===== src/rtl/realign_arb.sv =====
// realign_arb
//
// Round-robin scheduler sharing one combinational realign normaliser among
// N dot-product lanes. A granted lane's (exponent max, mantissa sum) pair is
// registered in stage A, which drives the shared realign unit. The unit's
// packed float result is captured together with the lane tag in stage B.
// With the result consumer ready, one operation per cycle is sustained.
//
// Ports:
//   clk, rst          clock and synchronous active-high reset
//   req_valid/ready   per-lane handshake; req_ready is one-hot or zero
//   req_e_max         lane i exponent at [i*E_W +: E_W]
//   req_m_sum         lane i mantissa sum at [i*M_X_W +: M_X_W]
//   rl_e_max/m_sum    operand presented to the shared realign unit
//   rl_out            realign result, combinational from rl_e_max/rl_m_sum
//   res_valid/ready   result handshake
//   res_data, res_id  packed result and the lane that issued it

module realign_arb #(
  parameter int N     = 4,
  parameter int E_W   = 8,
  parameter int M_X_W = 48,
  parameter int ID_W  = 2
) (
  input  logic               clk,
  input  logic               rst,
  input  logic [N-1:0]       req_valid,
  output logic [N-1:0]       req_ready,
  input  logic [N*E_W-1:0]   req_e_max,
  input  logic [N*M_X_W-1:0] req_m_sum,
  output logic [E_W-1:0]     rl_e_max,
  output logic [M_X_W-1:0]   rl_m_sum,
  input  logic [31:0]        rl_out,
  output logic               res_valid,
  input  logic               res_ready,
  output logic [31:0]        res_data,
  output logic [ID_W-1:0]    res_id
);

  localparam logic [ID_W:0]   N_EXT   = (ID_W+1)'(N);
  localparam logic [ID_W-1:0] LAST_ID = ID_W'(N-1);

  logic               a_valid_q, a_valid_d;
  logic [ID_W-1:0]    a_id_q, a_id_d;
  logic [E_W-1:0]     a_e_max_q, a_e_max_d;
  logic [M_X_W-1:0]   a_m_sum_q, a_m_sum_d;
  logic               b_valid_q, b_valid_d;
  logic [ID_W-1:0]    b_id_q, b_id_d;
  logic [31:0]        b_data_q, b_data_d;
  logic [ID_W-1:0]    rr_ptr_q, rr_ptr_d;

  logic [2*N-1:0]     req_dbl;
  logic [N-1:0]       req_rot;
  logic               grant_any;
  logic [ID_W-1:0]    grant_off;
  logic [ID_W:0]      grant_sum;
  logic [ID_W-1:0]    grant_idx;
  logic               adv_b;
  logic               load_a;
  logic               grant;

  // Rotate the request vector so bit 0 is the lane at rr_ptr; the lowest set
  // bit of the rotated vector is then the circular-first requester. The
  // offset is mapped back to a lane number modulo N, which need not be a
  // power of two.
  always_comb begin
    req_dbl   = {req_valid, req_valid} >> rr_ptr_q;
    req_rot   = req_dbl[N-1:0];
    grant_any = 1'b0;
    grant_off = '0;
    for (int k = N-1; k >= 0; k--) begin
      if (req_rot[k]) begin
        grant_any = 1'b1;
        grant_off = ID_W'(k);
      end
    end
    grant_sum = {1'b0, rr_ptr_q} + {1'b0, grant_off};
    if (grant_sum >= N_EXT) begin
      grant_sum = grant_sum - N_EXT;
    end
    grant_idx = grant_sum[ID_W-1:0];
  end

  // Pipeline advance conditions and the grant strobe. Stage A can take a new
  // operand when empty or when its current one moves into stage B.
  always_comb begin
    adv_b     = a_valid_q & (~b_valid_q | res_ready);
    load_a    = ~a_valid_q | adv_b;
    grant     = load_a & ~rst & grant_any;
    req_ready = grant ? (N'(1) << grant_idx) : '0;
  end

  // Next-state for both stages and the round-robin pointer. Stage A is
  // cleared to zero whenever it empties so the realign operand reads 0.
  always_comb begin
    a_valid_d = a_valid_q;
    a_id_d    = a_id_q;
    a_e_max_d = a_e_max_q;
    a_m_sum_d = a_m_sum_q;
    b_valid_d = b_valid_q;
    b_id_d    = b_id_q;
    b_data_d  = b_data_q;
    rr_ptr_d  = rr_ptr_q;

    if (load_a) begin
      if (grant) begin
        a_valid_d = 1'b1;
        a_id_d    = grant_idx;
        a_e_max_d = req_e_max[grant_idx*E_W +: E_W];
        a_m_sum_d = req_m_sum[grant_idx*M_X_W +: M_X_W];
        rr_ptr_d  = (grant_idx == LAST_ID) ? '0 : grant_idx + 1'b1;
      end else begin
        a_valid_d = 1'b0;
        a_id_d    = '0;
        a_e_max_d = '0;
        a_m_sum_d = '0;
      end
    end

    if (adv_b) begin
      b_valid_d = 1'b1;
      b_id_d    = a_id_q;
      b_data_d  = rl_out;
    end else if (b_valid_q & res_ready) begin
      b_valid_d = 1'b0;
    end
  end

  // State registers; reset discards any in-flight operation.
  always_ff @(posedge clk) begin
    if (rst) begin
      a_valid_q <= 1'b0;
      a_id_q    <= '0;
      a_e_max_q <= '0;
      a_m_sum_q <= '0;
      b_valid_q <= 1'b0;
      b_id_q    <= '0;
      b_data_q  <= '0;
      rr_ptr_q  <= '0;
    end else begin
      a_valid_q <= a_valid_d;
      a_id_q    <= a_id_d;
      a_e_max_q <= a_e_max_d;
      a_m_sum_q <= a_m_sum_d;
      b_valid_q <= b_valid_d;
      b_id_q    <= b_id_d;
      b_data_q  <= b_data_d;
      rr_ptr_q  <= rr_ptr_d;
    end
  end

  assign rl_e_max  = a_e_max_q;
  assign rl_m_sum  = a_m_sum_q;
  assign res_valid = b_valid_q;
  assign res_data  = b_data_q;
  assign res_id    = b_id_q;

endmodule


===== config.mk =====
export PLATFORM = sky130hd
export DESIGN_NAME = realign_arb
export DESIGN_NICKNAME = d
export VERILOG_FILES = /design/src/rtl/realign_arb.sv
export SDC_FILE = /design/constraint.sdc
export NUM_CORES = 1
export LEC_CHECK = 0
export ABC_AREA = 1
export BUFFER_PORTS_ARGS = -buffer_cell sky130_fd_sc_hd__buf_4
export CAP_MARGIN = 20
export CORE_AREA = 2 2 139 141
export CTS_BUF_LIST = sky130_fd_sc_hd__clkbuf_8
export CTS_CLUSTER_SIZE = 30
export DETAILED_ROUTE_END_ITERATION = 8
export DIE_AREA = 0 0 141 143
export GPL_TIMING_DRIVEN = 1
export SYNTH_ARGS = -nofsm -noshare
export SYNTH_HDL_FRONTEND = slang
export SYNTH_SLANG_ARGS = --single-unit

===== constraint.sdc =====
create_clock -name clk -period 2.6 [get_ports clk]
set_clock_uncertainty 0.15 [all_clocks]
set_input_delay 0.26 -clock clk [delete_from_list [all_inputs] [get_ports clk]]
set_output_delay 0.26 -clock clk [all_outputs]
set_load 0.1 [all_outputs]

==> results.sh <==
export IMPL_path_clk_slew_ns=0.10
export IMPL_vias=6239
export IMPL_grt_ovfl_total=0
export IMPL_syn_nets=980
export IMPL_grt_use_total_pct=20.0
export IMPL_antenna_cells=0
export IMPL_cts_htree_levels=3
export IMPL_clock_root_buffer="clkbuf_8"
export IMPL_switchingPower_mw=8.05
export IMPL_leakage_nw=4.70
export IMPL_cts_buffers=9
export IMPL_start_kind="register"
export IMPL_die_y_um=143
export IMPL_max_freq_mhz=364
export IMPL_drc=0
export IMPL_grt_pass1_vias=6249
export IMPL_final_area_mm2=0.00914
export IMPL_yosysUniqueCellTypes=22
export IMPL_syn_instance_count=714
export IMPL_area_growth_pct=71.9
export IMPL_final_nets=1368
export IMPL_ios=358
export IMPL_yosys_warnings=0
export IMPL_maxCapViolCount=0
export IMPL_dieArea_mm2=0.0202
export IMPL_final_cell_mix="384 x buf_4, 187 x nand2_1, 117 x nand3_1"
export IMPL_final_util_pct=49.2
export IMPL_crit_path_max_incr_delay_ns=0.38
export IMPL_wl_per_cell_um=16.0
export IMPL_dp_hpwl_um=15100
export IMPL_cp_max_fo=6
export IMPL_drive_gt1_share_pct=40.1
export IMPL_syn_avg_cell_area_um2=7.44
export IMPL_clockBufferDepth=2
export IMPL_intPower_mw=6.30
export IMPL_yosysSeqAreaShare_pct=36.2
export IMPL_critPathKind="register to output port"
export IMPL_place_area_mm2=0.00832
export IMPL_cts_tree="done"
export IMPL_p_seq_share_pct=15.5
export IMPL_final_common_cell="buf_4"
export IMPL_drt_pass1_iterations=4
export IMPL_grt_pass1_wl_um=31800
export IMPL_ys_seq_elements=96
export IMPL_path_cells="inv_4 -> nand2_1 -> nand3_2 -> nand3_4 -> a21boi_4 -> ha_4 -> xor2_2 -> nand2_2 -> nand2_4 -> ha_4 -> inv_4 -> nor2_4 -> buf_12"
export IMPL_hold_viol=0
export IMPL_power_density_mw_per_mm2=1570
export IMPL_grt_max_degree=58
export IMPL_globalplace_congestion=0.790
export IMPL_ir_worst_vdd_mv=1.13
export IMPL_violations="setup timing"
export IMPL_p_comb_share_pct=77.0
export IMPL_rows=50
export IMPL_arrival_ns=2.34
export IMPL_stdcell_count=1341
export IMPL_cts_sinks=96
export IMPL_port_buffers=357
export IMPL_antenna_found_initial=0
export IMPL_cp_slowest_cell="dfxtp_4"
export IMPL_worstPathRequired_ns=2.19
export IMPL_setup_slack_ns=-0.148
export IMPL_worstMarginPinSlew_ns=0.669
export IMPL_max_slew_margin_pct=55.4
export IMPL_start_util_pct=28.6
export IMPL_final_min_clock_period_ns=2.75
export IMPL_status="complete, but fails checks"
export IMPL_syn_area_mm2=0.00532
export IMPL_avgViaCountPerCell=4.65
export IMPL_coreArea_mm2=0.0186
export IMPL_cp_end_kind="output port"
export IMPL_drt_iter0_markers=185
export IMPL_whs_ns=0.0290
export IMPL_finalSetupViolCount=4
export IMPL_totalWireLength_um=21400
export IMPL_die_w_um=141
export IMPL_timing_max_transition_violations_final=0
export IMPL_finalCritPeriodShare_pct=106
export IMPL_dp_cells=1282
export IMPL_grt_setup_unrepaired="true"
export IMPL_p_clk_share_pct=7.5
export IMPL_hp_class="input pin to register"
export IMPL_finalSetupTns_ns=-0.472
export IMPL_swShare_pct=56.1
export IMPL_clkLatencyLatePin_ns=0.38
export IMPL_antenna_left=0
==> layer usage <==
| metal | share of wire, % | GRT usage, % | vias up | routed length (um) |
|---|---|---|---|---|
| li1 | - | - | 3154 | - |
| met2 | 51 | 37.1 | 231 | 11000 |
| met3 | 6.1 | 4.29 | 26 | 1320 |
| met1 | 41 | 22.5 | 2828 | 8680 |
| met4 | 2.0 | 7.05 | 0 | 438 |
| met5 | 0 | 0 | - | 0 |
==> cells by family (layout without fill, tap and decap cells) <==
logic type      count (synthesis)  in the layout  share of synthesized area, %
compound gates                 40             40                          3.81
xor+xnor                        1              1                         0.165
fa+ha+maj                       3              3                         0.706
buf+inv                        68            461                          6.83
flops                          96             96                          36.2
mux                           112            112                          21.1
simple gates                  394            394                          31.2
==> worst max-delay path, delay by kind of cell, from the launching register on <==
family | cells | cell delay (ns)
AND/OR/NAND/NOR | 6 | 0.62
AO/OA/AOI/OAI | 1 | 0.20
XOR/XNOR | 1 | 0.15
flip-flops | 1 | 0.38
buffers and inverters | 3 | 0.31
adder cells (fa/ha/maj) | 2 | 0.31
==> power groups by stage <==
stage | combinational [mW] | sequential (mW) | clock (mW)
6_report | 11.1 | 2.23 | 1.07
5_1_grt | 11.8 | 2.29 | 1.18
4_1_cts | 10.9 | 2.22 | 1.13
3_5_place_dp | 10.5 | 2.24 | 0
3_3_place_gp | 10.5 | 2.23 | 0
2_1_floorplan | 5.13 | 5.24 | 0
==> metrics by stage <==
| stage | total power [mW] | worst slack [ns] |
|---|---|---|
| after floorplan | 10.4 | -0.155 |
| after global placement | 12.7 | 0.0704 |
| after detailed placement | 12.7 | 0.00130 |
| after CTS | 14.2 | -0.168 |
| after global routing | 15.2 | -0.271 |
| final | 14.4 | -0.148 |
==> repair_timing <==
item | CTS | global route
hold buffers | 33 | 0
gates cloned | 0 | 3
pin swaps | 9 | 9
resized for setup | 29 | 9
setup endpoints to repair | 4 | 60
hold endpoints to repair | 35 | 0
setup buffers | 8 | 1
==> final cells by class <==
class	count	area [um^2]
multi-input combinational	550	3180
clock inverter	6	75.1
timing repair buffer	430	3460
tap	234	293
clock buffer	10	138
sequential	96	1930
fill	1814	9440
inverter	15	63.8
==> registers in the layout, summed over array words and instances (netlist names) <==
| name | cells |
|---|---|
| rl_e_max | 8 |
| res_data | 32 |
| res_id | 2 |
| rl_m_sum | 48 |
| a_id_q | 2 |
| res_valid | 1 |
| a_valid_q | 1 |
| rr_ptr_q | 2 |
==> final timing paths <==
check / cells after the start / startpoint / end / slack [ns]
max: 13 / rr_ptr_q[0] / req_ready[3] / -0.15
min: 4 / res_ready / res_valid / 0.03
max reg2reg: 14 / rr_ptr_q[0] / rl_e_max[1] / 0.08
min reg2reg: 2 / rl_m_sum[28] / rl_m_sum[28] / 0.30
==> synth_stat cells <==
cell type  count  area [um^2]
a21oi_1        3         15.0
nand3_1      122          611
buf_6         10          113
o21ai_1        1         5.00
clkbuf_1      19         71.3
o21ai_0       35          175
nor3_1         1         5.00
nand2_2        2         12.5
buf_2         23          115
ha_1           3         37.5
buf_4          1         7.51
mux2i_1      112         1120
dfxtp_1       96         1920
inv_1         12         45.0
inv_2          3         11.3
nand2_4        1         11.3
a21boi_0       1         7.51
nand4_1        1         6.26
xor2_1         1         8.76
nand2_1      191          717
nor2_1        74          278
nand3_2        2         20.0
No activity file was read; power rests on OpenSTA's default activity.
